`config.mk`:
```
export PLATFORM = sky130hd
export DESIGN_NAME = mul_div_unit
export DESIGN_NICKNAME = d
export VERILOG_FILES = /design/src/rtl/mdu_pkg.sv /design/src/rtl/mdu_iter.sv /design/src/rtl/mul_div_unit.sv
export SDC_FILE = /design/constraint.sdc
export NUM_CORES = 1
export LEC_CHECK = 0
export CAP_MARGIN = 10
export CORE_ASPECT_RATIO = 1.5
export CORE_MARGIN = 2
export CORE_UTILIZATION = 52
export CTS_BUF_LIST = sky130_fd_sc_hd__clkbuf_4 sky130_fd_sc_hd__clkbuf_8 sky130_fd_sc_hd__clkbuf_16
export DETAILED_ROUTE_END_ITERATION = 7
export GPL_TIMING_DRIVEN = 0
export HOLD_SLACK_MARGIN = 0.05
export PLACE_DENSITY = 0.82
export SLEW_MARGIN = 10
export SYNTH_ARGS = -nofsm -noshare
export SYNTH_HDL_FRONTEND = slang
export SYNTH_SLANG_ARGS = --single-unit
```
`constraint.sdc`:
```
create_clock -name clk -period 4.1 [get_ports clk]
set_input_delay 0.615 -clock clk [delete_from_list [all_inputs] [get_ports clk]]
set_output_delay 0.615 -clock clk [all_outputs]
set_load 0.05 [all_outputs]
```
`src/rtl/mdu_pkg.sv`:
```
// Purpose : shared encodings and helpers for the iterative multiply/divide unit.
// Latency : n/a (declarations only).
// Backpres: n/a.
// Contents: op encodings, FSM state encoding, step count, conditional-negate helper.
// Config  : MUL_DIV_UNIT_DIV_EN selects whether the divider datapath is built.
package mdu_pkg;

   typedef enum logic [1:0] {
      MDU_MULT  = 2'b00,
      MDU_MULTU = 2'b01,
      MDU_DIV   = 2'b10,
      MDU_DIVU  = 2'b11
   } mdu_op_e;

   typedef enum logic [1:0] {
      ST_IDLE = 2'b00,
      ST_CALC = 2'b01,
      ST_SIGN = 2'b10
   } mdu_state_e;

   localparam int MDU_STEPS = 32;
   localparam int MDU_CNT_W = 5;

   // Two's-complement negate when neg is set, pass-through otherwise.
   function automatic logic [31:0] mdu_cneg(input logic [31:0] v, input logic neg);
      return neg ? (~v + 32'd1) : v;
   endfunction

endpackage

```
`src/rtl/mdu_iter.sv`:
```
// Purpose : one iteration of the multiply (shift-add) or divide (restoring) datapath.
// Latency : purely combinational, zero cycles.
// Backpres: none; the caller decides when to register acc_nxt.
// Ports   : acc      - 64-bit accumulator {upper, lower} from the previous step
//           opnd     - multiplicand (multiply) or divisor (divide), unsigned magnitude
//           is_div   - selects the divide step (only meaningful with MUL_DIV_UNIT_DIV_EN)
//           acc_nxt  - accumulator value after this step
// Config  : MUL_DIV_UNIT_DIV_EN builds the restoring-divide step; otherwise multiply only.
module mdu_iter
   import mdu_pkg::*;
(
   input  logic [63:0] acc,
   input  logic [31:0] opnd,
   input  logic        is_div,
   output logic [63:0] acc_nxt
);

   // Multiply: acc = {partial product, remaining multiplier bits}. Add the
   // multiplicand into the upper half when the current multiplier LSB is set,
   // then shift the whole thing right, keeping the carry out of the add.
   logic [32:0] mul_sum;
   logic [63:0] mul_nxt;

   always_comb begin
      mul_sum = {1'b0, acc[63:32]} + (acc[0] ? {1'b0, opnd} : 33'd0);
      mul_nxt = {mul_sum, acc[31:1]};
   end

`ifdef MUL_DIV_UNIT_DIV_EN
   // Divide: acc = {partial remainder, dividend bits / quotient bits}.
   // Shift left by one, try subtracting the divisor from the 33-bit shifted
   // remainder, keep the difference and shift in a 1 if it does not go negative.
   // The difference is always below the divisor, so 32 bits hold it exactly.
   logic [32:0] rem_sh;
   logic [31:0] diff;
   logic        fits;
   logic [63:0] div_nxt;

   always_comb begin
      rem_sh  = acc[63:31];
      diff    = rem_sh[31:0] - opnd;
      fits    = (rem_sh >= {1'b0, opnd});
      div_nxt = {(fits ? diff : rem_sh[31:0]), acc[30:0], fits};
   end

   assign acc_nxt = is_div ? div_nxt : mul_nxt;
`else
   logic unused_is_div;
   assign unused_is_div = is_div;
   assign acc_nxt       = mul_nxt;
`endif

endmodule

```
`src/rtl/mul_div_unit.sv`:
```
// Purpose : iterative 32-bit MULT/MULTU/DIV/DIVU into HI/LO, plus MTHI/MTLO writes.
// Latency : start at edge E -> HI/LO written at E+33, done high the following cycle.
// Backpres: busy high while an op is in flight; start while busy is dropped, not queued.
// Ports   : clk, clrn (async active-low) ; a, b operands ; start, op issue request ;
//           wr_hi, wr_lo, wd MTHI/MTLO ; hi, lo registers ; busy, done status.
// Config  : MUL_DIV_UNIT_DIV_EN builds the divider; without it DIV/DIVU complete in
//           one busy cycle and leave HI/LO untouched.
module mul_div_unit
   import mdu_pkg::*;
(
   input  logic        clk,
   input  logic        clrn,
   input  logic [31:0] a,
   input  logic [31:0] b,
   input  logic        start,
   input  logic [1:0]  op,
   input  logic        wr_hi,
   input  logic        wr_lo,
   input  logic [31:0] wd,
   output logic [31:0] hi,
   output logic [31:0] lo,
   output logic        busy,
   output logic        done
);

   mdu_state_e           state;
   mdu_state_e           state_nxt;
   logic [MDU_CNT_W-1:0] cnt;
   logic [63:0]          acc;
   logic [63:0]          acc_nxt;
   logic [31:0]          opnd;
   logic                 is_div;
   logic                 res_neg;

   logic                 op_div;
   logic                 op_signed;
   logic [31:0]          a_abs;
   logic [31:0]          b_abs;
   logic                 last_step;

   logic                 res_wr;
   logic [31:0]          res_hi;
   logic [31:0]          res_lo;
   logic [63:0]          prod_fix;

`ifdef MUL_DIV_UNIT_DIV_EN
   logic                 rem_neg;
`endif

   // ---------------------------------------------------------------------
   // Operand decode
   // ---------------------------------------------------------------------
   always_comb begin
      op_div    = (op == MDU_DIV) || (op == MDU_DIVU);
      op_signed = (op == MDU_MULT) || (op == MDU_DIV);
      a_abs     = mdu_cneg(a, op_signed & a[31]);
      b_abs     = mdu_cneg(b, op_signed & b[31]);
   end

   assign last_step = (state == ST_CALC) && (cnt == MDU_CNT_W'(MDU_STEPS - 1));
   assign busy      = (state != ST_IDLE);

   mdu_iter u_iter (
      .acc     (acc),
      .opnd    (opnd),
      .is_div  (is_div),
      .acc_nxt (acc_nxt)
   );

   // ---------------------------------------------------------------------
   // FSM
   // ---------------------------------------------------------------------
   always_ff @(posedge clk or negedge clrn) begin
      if (!clrn) begin
         state <= ST_IDLE;
      end else begin
         state <= state_nxt;
      end
   end

   always_comb begin
      state_nxt = state;
      case (state)
         ST_IDLE: begin
            if (start) begin
`ifdef MUL_DIV_UNIT_DIV_EN
               state_nxt = ST_CALC;
`else
               // No divider: a divide issue just passes through SIGN so the
               // pipeline still sees busy/done, without touching HI/LO.
               state_nxt = op_div ? ST_SIGN : ST_CALC;
`endif
            end
         end
         ST_CALC: begin
            if (last_step) begin
               state_nxt = ST_SIGN;
            end
         end
         ST_SIGN: begin
            state_nxt = ST_IDLE;
         end
         default: begin
            state_nxt = ST_IDLE;
         end
      endcase
   end

   // ---------------------------------------------------------------------
   // Sign fixup and result selection (only acted on in SIGN)
   // ---------------------------------------------------------------------
   always_comb begin
      res_wr   = 1'b0;
      res_hi   = hi;
      res_lo   = lo;
      prod_fix = res_neg ? (~acc + 64'd1) : acc;
      if (state == ST_SIGN) begin
         if (!is_div) begin
            res_wr = 1'b1;
            res_hi = prod_fix[63:32];
            res_lo = prod_fix[31:0];
         end
`ifdef MUL_DIV_UNIT_DIV_EN
         else begin
            // Divide by zero leaves quotient all ones and remainder |a|;
            // res_neg is held clear for b==0 and the remainder takes the
            // dividend's sign, so hi ends up equal to the original a.
            res_wr = 1'b1;
            res_hi = mdu_cneg(acc[63:32], rem_neg);
            res_lo = mdu_cneg(acc[31:0], res_neg);
         end
`endif
      end
   end

   // ---------------------------------------------------------------------
   // Datapath and HI/LO registers
   // ---------------------------------------------------------------------
   always_ff @(posedge clk or negedge clrn) begin
      if (!clrn) begin
         cnt     <= '0;
         acc     <= '0;
         opnd    <= '0;
         is_div  <= 1'b0;
         res_neg <= 1'b0;
`ifdef MUL_DIV_UNIT_DIV_EN
         rem_neg <= 1'b0;
`endif
         hi      <= '0;
         lo      <= '0;
         done    <= 1'b0;
      end else begin
         done <= (state == ST_SIGN);

         case (state)
            ST_IDLE: begin
               if (start) begin
                  cnt     <= '0;
                  is_div  <= op_div;
                  // Quotient sign excludes b==0 so the forced all-ones
                  // divide-by-zero quotient is never negated.
                  res_neg <= op_signed & (a[31] ^ b[31]) & ~(op_div & (b == 32'd0));
`ifdef MUL_DIV_UNIT_DIV_EN
                  rem_neg <= op_signed & a[31];
`endif
                  if (op_div) begin
                     acc  <= {32'd0, a_abs};
                     opnd <= b_abs;
                  end else begin
                     acc  <= {32'd0, b_abs};
                     opnd <= a_abs;
                  end
               end
            end
            ST_CALC: begin
               acc <= acc_nxt;
               cnt <= cnt + 1'b1;
            end
            default: begin
            end
         endcase

         // A computed result has priority; MTHI/MTLO are dropped in SIGN.
         if (res_wr) begin
            hi <= res_hi;
            lo <= res_lo;
         end else if (state != ST_SIGN) begin
            if (wr_hi) begin
               hi <= wd;
            end
            if (wr_lo) begin
               lo <= wd;
            end
         end
      end
   end

endmodule

```
# Yosys cells after proc, flatten, opt, wreduce, memory -nomap -nowiden
# Cells that the tools add are included.
totals:
  ramBits: 0
  output_inout_bits: 66
  latchBits: 0
  inputBits: 103
  memories: 0
  word_cells: 76
  register_bits: 170
  mem_bits_ro: 0
classes:
  n_eq_ne: 10
  n_bitwise: 10
  n_addsub: 5
  n_div: 0
  magnitude_cmp: 0
  shift: 0
  n_mul: 0
  n_mux: 26
  n_reduce_logical: 16
ops:
  columns: ["operator", "n"]
  rows:
  - ["32-bit 2-to-1 mux", 15]
  - ["64-bit 2-to-1 mux", 2]
  - ["64-bit case mux with 2 select lines", 1]
  - ["32-bit by 1-bit adder with 32-bit output, second input constant", 2]
  - ["64-bit by 1-bit adder with 64-bit output, second input constant", 1]
  - ["32-bit inverter", 2]
  - ["64-bit inverter", 1]
  - ["32-bit by 33-bit adder with 33-bit output", 1]
  - ["32-bit zero test", 1]
  - ["5-bit case mux with 2 select lines", 1]
  - ["2-bit nonzero test", 5]
  - ["2-bit != test, second input constant", 4]
  - ["4-bit AND reduction", 2]
  - ["2-bit equality test, second input constant", 3]
  - ["2-bit 2-to-1 mux", 3]
  - ["2-bit AND reduction", 3]
  - ["5-bit by 1-bit adder with 5-bit output, second input constant", 1]
  - ["1-bit bitwise AND", 5]
  - ["5-bit equality test, second input constant", 1]
  - ["5-bit 2-to-1 mux", 1]
  - ["2-bit zero test", 2]
  - ["2-bit case mux with 2 select lines", 1]
  - ["2-bit by 1-bit equality test with 1-bit output, second input constant", 1]
  - ["1-bit logical OR", 2]
  - ["other kinds (5)", 6]

# Longest topological paths before layout
# Gate-level depths: netlist of run 1.
depth:
  word_depth: 7
  depth_mapped: 13
  mapped_depth_nobuf: 11

# By module
# From an unflattened synthesis of run 1, not the netlist that was laid out.
hier_totals:
  hier_cells: 1483
  area_unflattened_um2: 12751.0
modules_own_cells:
  columns: ["mod", "area_per_inst_um2", "cells_per_inst", "seq_area_each_um2", "instances"]
  rows:
  - ["mul_div_unit", 10322.4, 1130, 4254.1, 1]
  - ["mdu_iter", 2428.6, 353, 0.0, 1]

# Least setup slack after synthesis of run 1
# OpenSTA, ideal clock, no wires.
synth_timing:
  path_type: "reg-to-reg"
  from: "reg acc[0]"
  to: "reg acc[59]"
  path_buffers: 2
  setup_slack_ps: 1028
  synth_period_minus_slack_ps: 3072
  setup_ps: 122
  required_time_ps: 3978
  arrival_ps: 2951
  stages_incl_launch_ff: 14
  cell_sequence: "dfrtp_1 > clkbuf_1 > clkbuf_1 > and2_1 > ha_1 > inv_1 > fa_1 > nor2b_1 > o31a_1 > o311a_1 > o211ai_1 > a2111oi_0 > o21ai_0 > a32o_1"
synth_between:
  elab_chain_cells: 3
synth_lines:
  columns: ["element", "line_no", "rtl"]
  rows:
  - ["start, declared", "mul_div_unit.sv:29", "logic [63:0] acc;"]
  - ["start signal, assigned", "mul_div_unit.sv:167", "acc <= {32'd0, a_abs};"]
  - ["start signal, assigned", "mul_div_unit.sv:170", "acc <= {32'd0, b_abs};"]
  - ["start signal, assigned", "mul_div_unit.sv:176", "acc <= acc_nxt;"]
  - ["32-bit 2-to-1 mux", "mdu_iter.sv:25", "mul_sum = {1'b0, acc[63:32]} + (acc[0] ? {1'b0, opnd} : 33'd0);"]
  - ["32-bit by 33-bit adder with 33-bit output", "mdu_iter.sv:25", null]
  - ["64-bit case mux with 2 select lines", "mul_div_unit.sv:155", "case (state)"]
# Every way passes these cells.
# A chain may end at the register's enable or synchronous reset.

# Worst setup path after layout of run 1
# Same ends and word-level chain as after synthesis.

==> impl_metrics.ini, run 1 <==
[timing]
drv_slew = 0
clock.fmax_ghz = 0.2569
period_minus_slack_ns = 3.893
setup_viol = 0
finalClockSkew_ns = 0.008596
hold_viol = 0
worst_slew_pin_slew_ns = 1.172
maxSlewHeadroom_pct = 21.70
fin_tns_setup_ns = 0
rsz0062_at_grt = false
fin_crit_sh_pct = 94.94

[synthesis]
yosys-top-cells-area = dfrtp_1 36%, o21ai_0 6.9%, xor2_1 5.7%
yosysWarnings = 0
syn_inst = 1391
syn_area_um2 = 11850
async_flop_share_pct = 100.0
ys_seq_area_share_pct = 35.90
synth_fp_nets = 1532
synth_seq_cells = 170
synth-compound-area-share_pct = 27.09
synth_xor_area_share_pct = 9.459
synth.mux.area_fraction_pct = 2.650
yosysUniqueCellTypes = 61
synth-simple-area-share_pct = 17.19
synth_common_cells = 170 x dfrtp_1, 163 x o21ai_0, 125 x nand2_1
synth_top_area_share_pct = 35.90
synth_most_common_cell = dfrtp_1
avgSynthCellArea_um2 = 8.520
synthFlopType = dfrtp_1
yosysTopAreaCell = dfrtp_1
synth_fa_ha_area_share_pct = 4.075
synth_top_family_by_area = compound AO/OA/AOI/OAI gates
synth_edf_count = 0

[power_and_ir_drop]
internal-power_mw = 5.255
cellPowerDensity_nw_per_um2 = 705.5
seqPwrFrac_pct = 30.1
p_leak_nw = 5.830
ir_drop_mv = 0.3477
switching_share_pct = 48.52
clock_power_share_pct = 15.5
power_mw = 10.21
p_sw_mw = 4.954
p_comb_share_pct = 54.3

[clock_network]
clock_path_buffers = 2
clkTransAtPathRegs_ns = 0.07
clkLatencyLatePin_ns = 0.44
clock-sinks = 170
cts.root.buffer_cell = clkbuf_16
tritoncts = built
htreeDepth = 4
cts_hold_buffers = 0
cts_inserted_buffers = 17

[cells_and_area]
drive_above_1_share_pct = 3.776
diodes = 0
nets = 1718
areaGrowthSynthToFinish_pct = 22.10
fin_area_um2 = 14470

[floorplanning]
die_w_um = 127.3
dieArea_um2 = 24040
num_io_pins = 169
die_h_um = 188.9
start_util_pct = 52.95
row_count = 67
fp.coreArea_um2 = 22380

[place]
portBuffers = 167
gp_congestion = 0.9734
placed_area_um2 = 13910
dp_hpwl_um = 32060

[run]
drv_cap = 0

[global_route]
track_usage_pct = 33.31
grt_pass1_vias = 11990
grt_max_degree = 97
grt_pass1_wl_um = 62760
antenna_found_initial = 0
overflow = 0

[setup_path]
worstPathRequired_ns = 4.42
crit_fanout = 10
reg2reg_to = acc[59]
r2r_setup_slack_ns = 0.21
worstSetupPathType = flip-flop to flip-flop
crit_arrival_ns = 4.22
startpoint_type = flip-flop
endpoint_kind = flip-flop
reg2regPathDepth = 12
crit-reg2reg-launch = acc[0]

[routing]
routed_wl_um = 39700
vias = 11850
detail-route-antenna-nets = 0
drt_first_pass_iters = 6
wire_per_inst_um = 21.29
drc_errors = 0
drt_iter0_markers = 932
via_per_inst = 6.355

[min_path]
hold_path_class = primary input to asynchronous set/reset pin

[outcome]
status = completed
## flip-flops by register name, summed over array words and instances, names as in the netlist
register  count
state         2
done          1
lo           32
acc          64
cnt           5
hi           32
opnd         32
is_div        1
res_neg       1
## power by group through the flow
| stage | clock (mW) | sequential (mW) | combinational, mW |
|---|---|---|---|
| 2_1_floorplan | 0 | 3.32 | 3.36 |
| 3_3_place_gp | 0 | 3.02 | 5.36 |
| 3_5_place_dp | 0 | 3.05 | 5.47 |
| 4_1_cts | 1.58 | 3.02 | 5.51 |
| 5_1_grt | 1.65 | 3.15 | 6.05 |
| 6_report | 1.59 | 3.08 | 5.55 |
## critical path, stage by stage (launching register included)
cell,delay [ns]
dfrtp_1,0.64
clkbuf_2,0.34
and2_1,0.17
ha_1,0.19
inv_1,0.06
fa_1,0.39
nor2b_1,0.16
o31a_1,0.20
o311a_1,0.27
o211ai_1,0.28
a2111oi_1,0.65
o21ai_0,0.14
a32o_1,0.28
## how the worst max path moves through the flow
stage          startpoint       to  slack [ns]  cells past startpoint
2_1_floorplan      acc[0]  acc[59]        1.03                     13
3_3_place_gp         clrn   hi[26]       -4.28                      1
3_5_place_dp       acc[0]  acc[59]       -0.16                     13
4_1_cts            acc[0]  acc[59]        0.07                     13
5_1_grt            acc[0]  acc[59]       0.009                     12
6_report           acc[0]  acc[59]        0.21                     12
## per-stage QoR
stage	setup slack [ns]	hold WS (ns)	utilization (%)	std cells
after global routing	0.009440	0.1781	64.65	1865
after floorplan	1.028	0.3194	-	1391
after global placement	-4.279	0.4663	61.96	1834
after detailed placement	-0.1605	0.4725	62.13	1835
after CTS	0.07200	0.1523	64.67	1866
final	0.2073	0.1265	64.65	1865
## layout make-up
cell class,instances,area (um2)
clock buffer,19,446.7
clock inverter,12,117.6
buffer,87,327.8
timing repair buffer,168,1704
fill,1874,7913
multi-input combinational,1106,7173
inverter,27,101.3
tap,276,345.3
sequential,170,4254
## per-layer routing
layer	GRT usage [%]	part of all wire (%)
met1	37.52	37
met2	58.00	50
met3	3.702	5.7
met4	23.88	7.3
met5	0	0
## placed cells by master, fill, tap and decap left out, drive strengths merged, types with 7 or more instances in the layout
| cell | netlist | routed |
|---|---|---|
| nor4 | 16 | 16 |
| o21ai | 165 | 165 |
| nor3 | 18 | 18 |
| nand4 | 11 | 11 |
| a21o | 19 | 19 |
| o22ai | 33 | 33 |
| ha | 37 | 37 |
| dfrtp | 170 | 170 |
| nand2b | 9 | 9 |
| xnor2 | 51 | 51 |
| xor2 | 77 | 77 |
| o221ai | 9 | 9 |
| nor2b | 12 | 12 |
| or3 | 21 | 21 |
| a31oi | 10 | 10 |
| a22oi | 60 | 60 |
| nand2 | 125 | 125 |
| or2 | 11 | 11 |
| or4 | 15 | 15 |
| a211oi | 9 | 9 |
| nand3 | 18 | 18 |
| clkbuf | 79 | 97 |
| clkdlybuf4s50 | 0 | 166 |
| inv | 27 | 30 |
| a22o | 11 | 11 |
| buf | 9 | 11 |
| a32o | 7 | 7 |
| a221oi | 13 | 13 |
| o31ai | 29 | 29 |
| and2 | 36 | 36 |
| and3 | 10 | 10 |
| a21oi | 92 | 92 |
| o41ai | 13 | 13 |
| mux2i | 28 | 28 |
| nor2 | 88 | 88 |
## kinds of logic (layout without fill, tap and decap cells)
group,after synthesis,count (layout)
simple gates,403,403
xor+xnor,128,128
fa+ha+maj,38,38
compound gates,506,506
buf+inv,115,313
mux,31,31
flops,170,170
## timing repair
item	in CTS	in global routing
gates resized for setup	2	1
setup endpoints to repair	1	4
endpoints found under the hold margin	0	0
buffers inserted	0	0
(Power assumes the default switching activity.)
==> run 2, diff against run 1 <==
CORE_ASPECT_RATIO = 0.8   (was 1.5)
==> run 2 against run 1 <==
  * Worst hold slack lost 0.035 ns
  * Setup slack lost 0.063 ns
  * Via count grew 3.4%
  * Clock power grew 3%
  * First-iteration DRC count grew 54%
  * Total power grew 3.2%
  * Largest cell class unchanged
==> impl_metrics.ini, run 2 (synthesis results as in run 1) <==
[timing]
fin_tns_setup_ns = 0
hold_viol = 0
clock.fmax_ghz = 0.2528
setup_viol = 0
drv_slew = 0
fin_crit_sh_pct = 96.48
rsz0062_at_grt = false
period_minus_slack_ns = 3.956
maxSlewHeadroom_pct = 12.59
worst_slack_ns = 0.1442
finalClockSkew_ns = 0.01420
worst_slew_pin_slew_ns = 1.308

[setup_path]
crit_fanout = 10
crit_family = compound AO/OA/AOI/OAI gates
worstSetupPathType = flip-flop to flip-flop
worstPathCellList = clkbuf_1 -> and2_1 -> ha_1 -> inv_1 -> fa_1 -> nor2b_1 -> o31a_1 -> o311a_1 -> o211ai_1 -> a2111oi_0 -> o21ai_0 -> a32o_1
slowest_stage = dfrtp_1
crit_arrival_ns = 4.28
endpoint_kind = flip-flop
reg2regPathDepth = 12
cp_num_cells = 12
path_buf_inv = 2
startpoint_type = flip-flop
worstPathRequired_ns = 4.43
cp_slowest_stage_delay_ns = 0.67

[floorplanning]
num_io_pins = 169
die_h_um = 139.0
fp.coreArea_um2 = 22440
die_w_um = 172.8
row_count = 49
dieArea_um2 = 24020
start_util_pct = 52.82

[routing]
wire_per_inst_um = 23.02
detail-route-antenna-nets = 0
drt_first_pass_iters = 6
met3_length_um = 5071
via_per_inst = 6.462
wl_met1_um = 18440
top_layer_used = met5
vias = 12250
routed_wl_um = 43640
wl_met2_um = 18840
drt_iter0_markers = 1439
drc_errors = 0

[cells_and_area]
areaGrowthSynthToFinish_pct = 22.73
drive_above_1_share_pct = 3.774
fin_area_um2 = 14550
final_common_cell = dfrtp_1
final_cell_mix = 170 x dfrtp_1, 166 x clkdlybuf4s50_1, 163 x o21ai_0, 125 x nand2_1, 92 x a21oi_1
final_core_util_pct = 64.82
max_flop_register = acc
diodes = 0
largest_reg_flops = 64
nets = 1718
stdcell_count = 1896

[clock_network]
tritoncts = built
clock_path_buffers = 2
cts_setup_buffers = 0
clkTransAtPathRegs_ns = 0.08
clkLatencyLatePin_ns = 0.46
htreeDepth = 4
cts_hold_buffers = 0
post_cts_resized = 0
clock-sinks = 170
cts.root.buffer_cell = clkbuf_16
cts_inserted_buffers = 17

[outcome]
status = completed

[power_and_ir_drop]
p_leak_nw = 5.846
clock_power_share_pct = 15.6
cellPowerDensity_nw_per_um2 = 724.4
internal-power_mw = 5.210
p_comb_share_pct = 54.6
p_sw_mw = 5.327
seqPwrFrac_pct = 29.8
switching_share_pct = 50.55
ir_drop_mv = 0.3821

[global_route]
overflow = 0
grt_pass1_wl_um = 67180
track_usage_pct = 35.92
grt_max_degree = 105
grt_pass1_vias = 11580
antenna_found_initial = 2

[run]
drv_cap = 0

[place]
dp_hpwl_um = 34110
gp_congestion = 1.025
portBuffers = 167
dp_slack_ns = 0.1441
placed_cells = 1865
placed_area_um2 = 13940

[min_path]
hold_path_class = primary input to asynchronous set/reset pin
run 2: per-stage QoR:
stage          total power [mW]  hold WS (ns)
2_1_floorplan             6.687        0.3194
5_1_grt                   11.13        0.1374
4_1_cts                   10.37        0.1199
3_5_place_dp              8.725        0.4630
3_3_place_gp              8.595        0.4527
6_report                  10.54       0.09134
run 2: layer usage:
layer,up-vias,track usage (%)
met3,101,10.06
met1,5883,50.40
met5,-,0
li1,5548,-
met4,4,11.37
met2,716,53.92
run 2: area by class of cell:
class | instances | area (um2)
Buffer | 87 | 326.6
Clock buffer | 17 | 425.4
Clock inverter | 15 | 178.9
Fill cell | 1925 | 7894
Inverter | 27 | 101.3
Multi-Input combinational cell | 1106 | 7172
Sequential cell | 170 | 4254
Tap cell | 306 | 382.9
Timing Repair Buffer | 168 | 1704
run 2: final timing paths:
kind	start	end	slack, ns
worst min register to register	opnd[31]	opnd[31]	0.48
worst min-delay path	clrn	hi[27]	0.09
worst max-delay path	acc[0]	acc[59]	0.14
worst max register to register	acc[0]	acc[59]	0.14
max in group asynchronous	clrn	cnt[3]	3.09
min in group clk	opnd[31]	opnd[31]	0.48
run 2: power by group through the flow:
stage | Clock, mW | Combinational [mW] | Sequential (mW)
6_report | 1.64 | 5.76 | 3.14
5_1_grt | 1.70 | 6.24 | 3.19
4_1_cts | 1.63 | 5.68 | 3.06
3_5_place_dp | 0 | 5.64 | 3.09
3_3_place_gp | 0 | 5.53 | 3.06
2_1_floorplan | 0 | 3.36 | 3.32
run 2: worst reg2reg max path: cells and delay by family, from the launching register on:
family,cells,cell delay (ns)
buf+inv,2,0.40
flops,1,0.67
simple gates,2,0.34
fa+ha+maj,2,0.63
compound gates,6,1.79
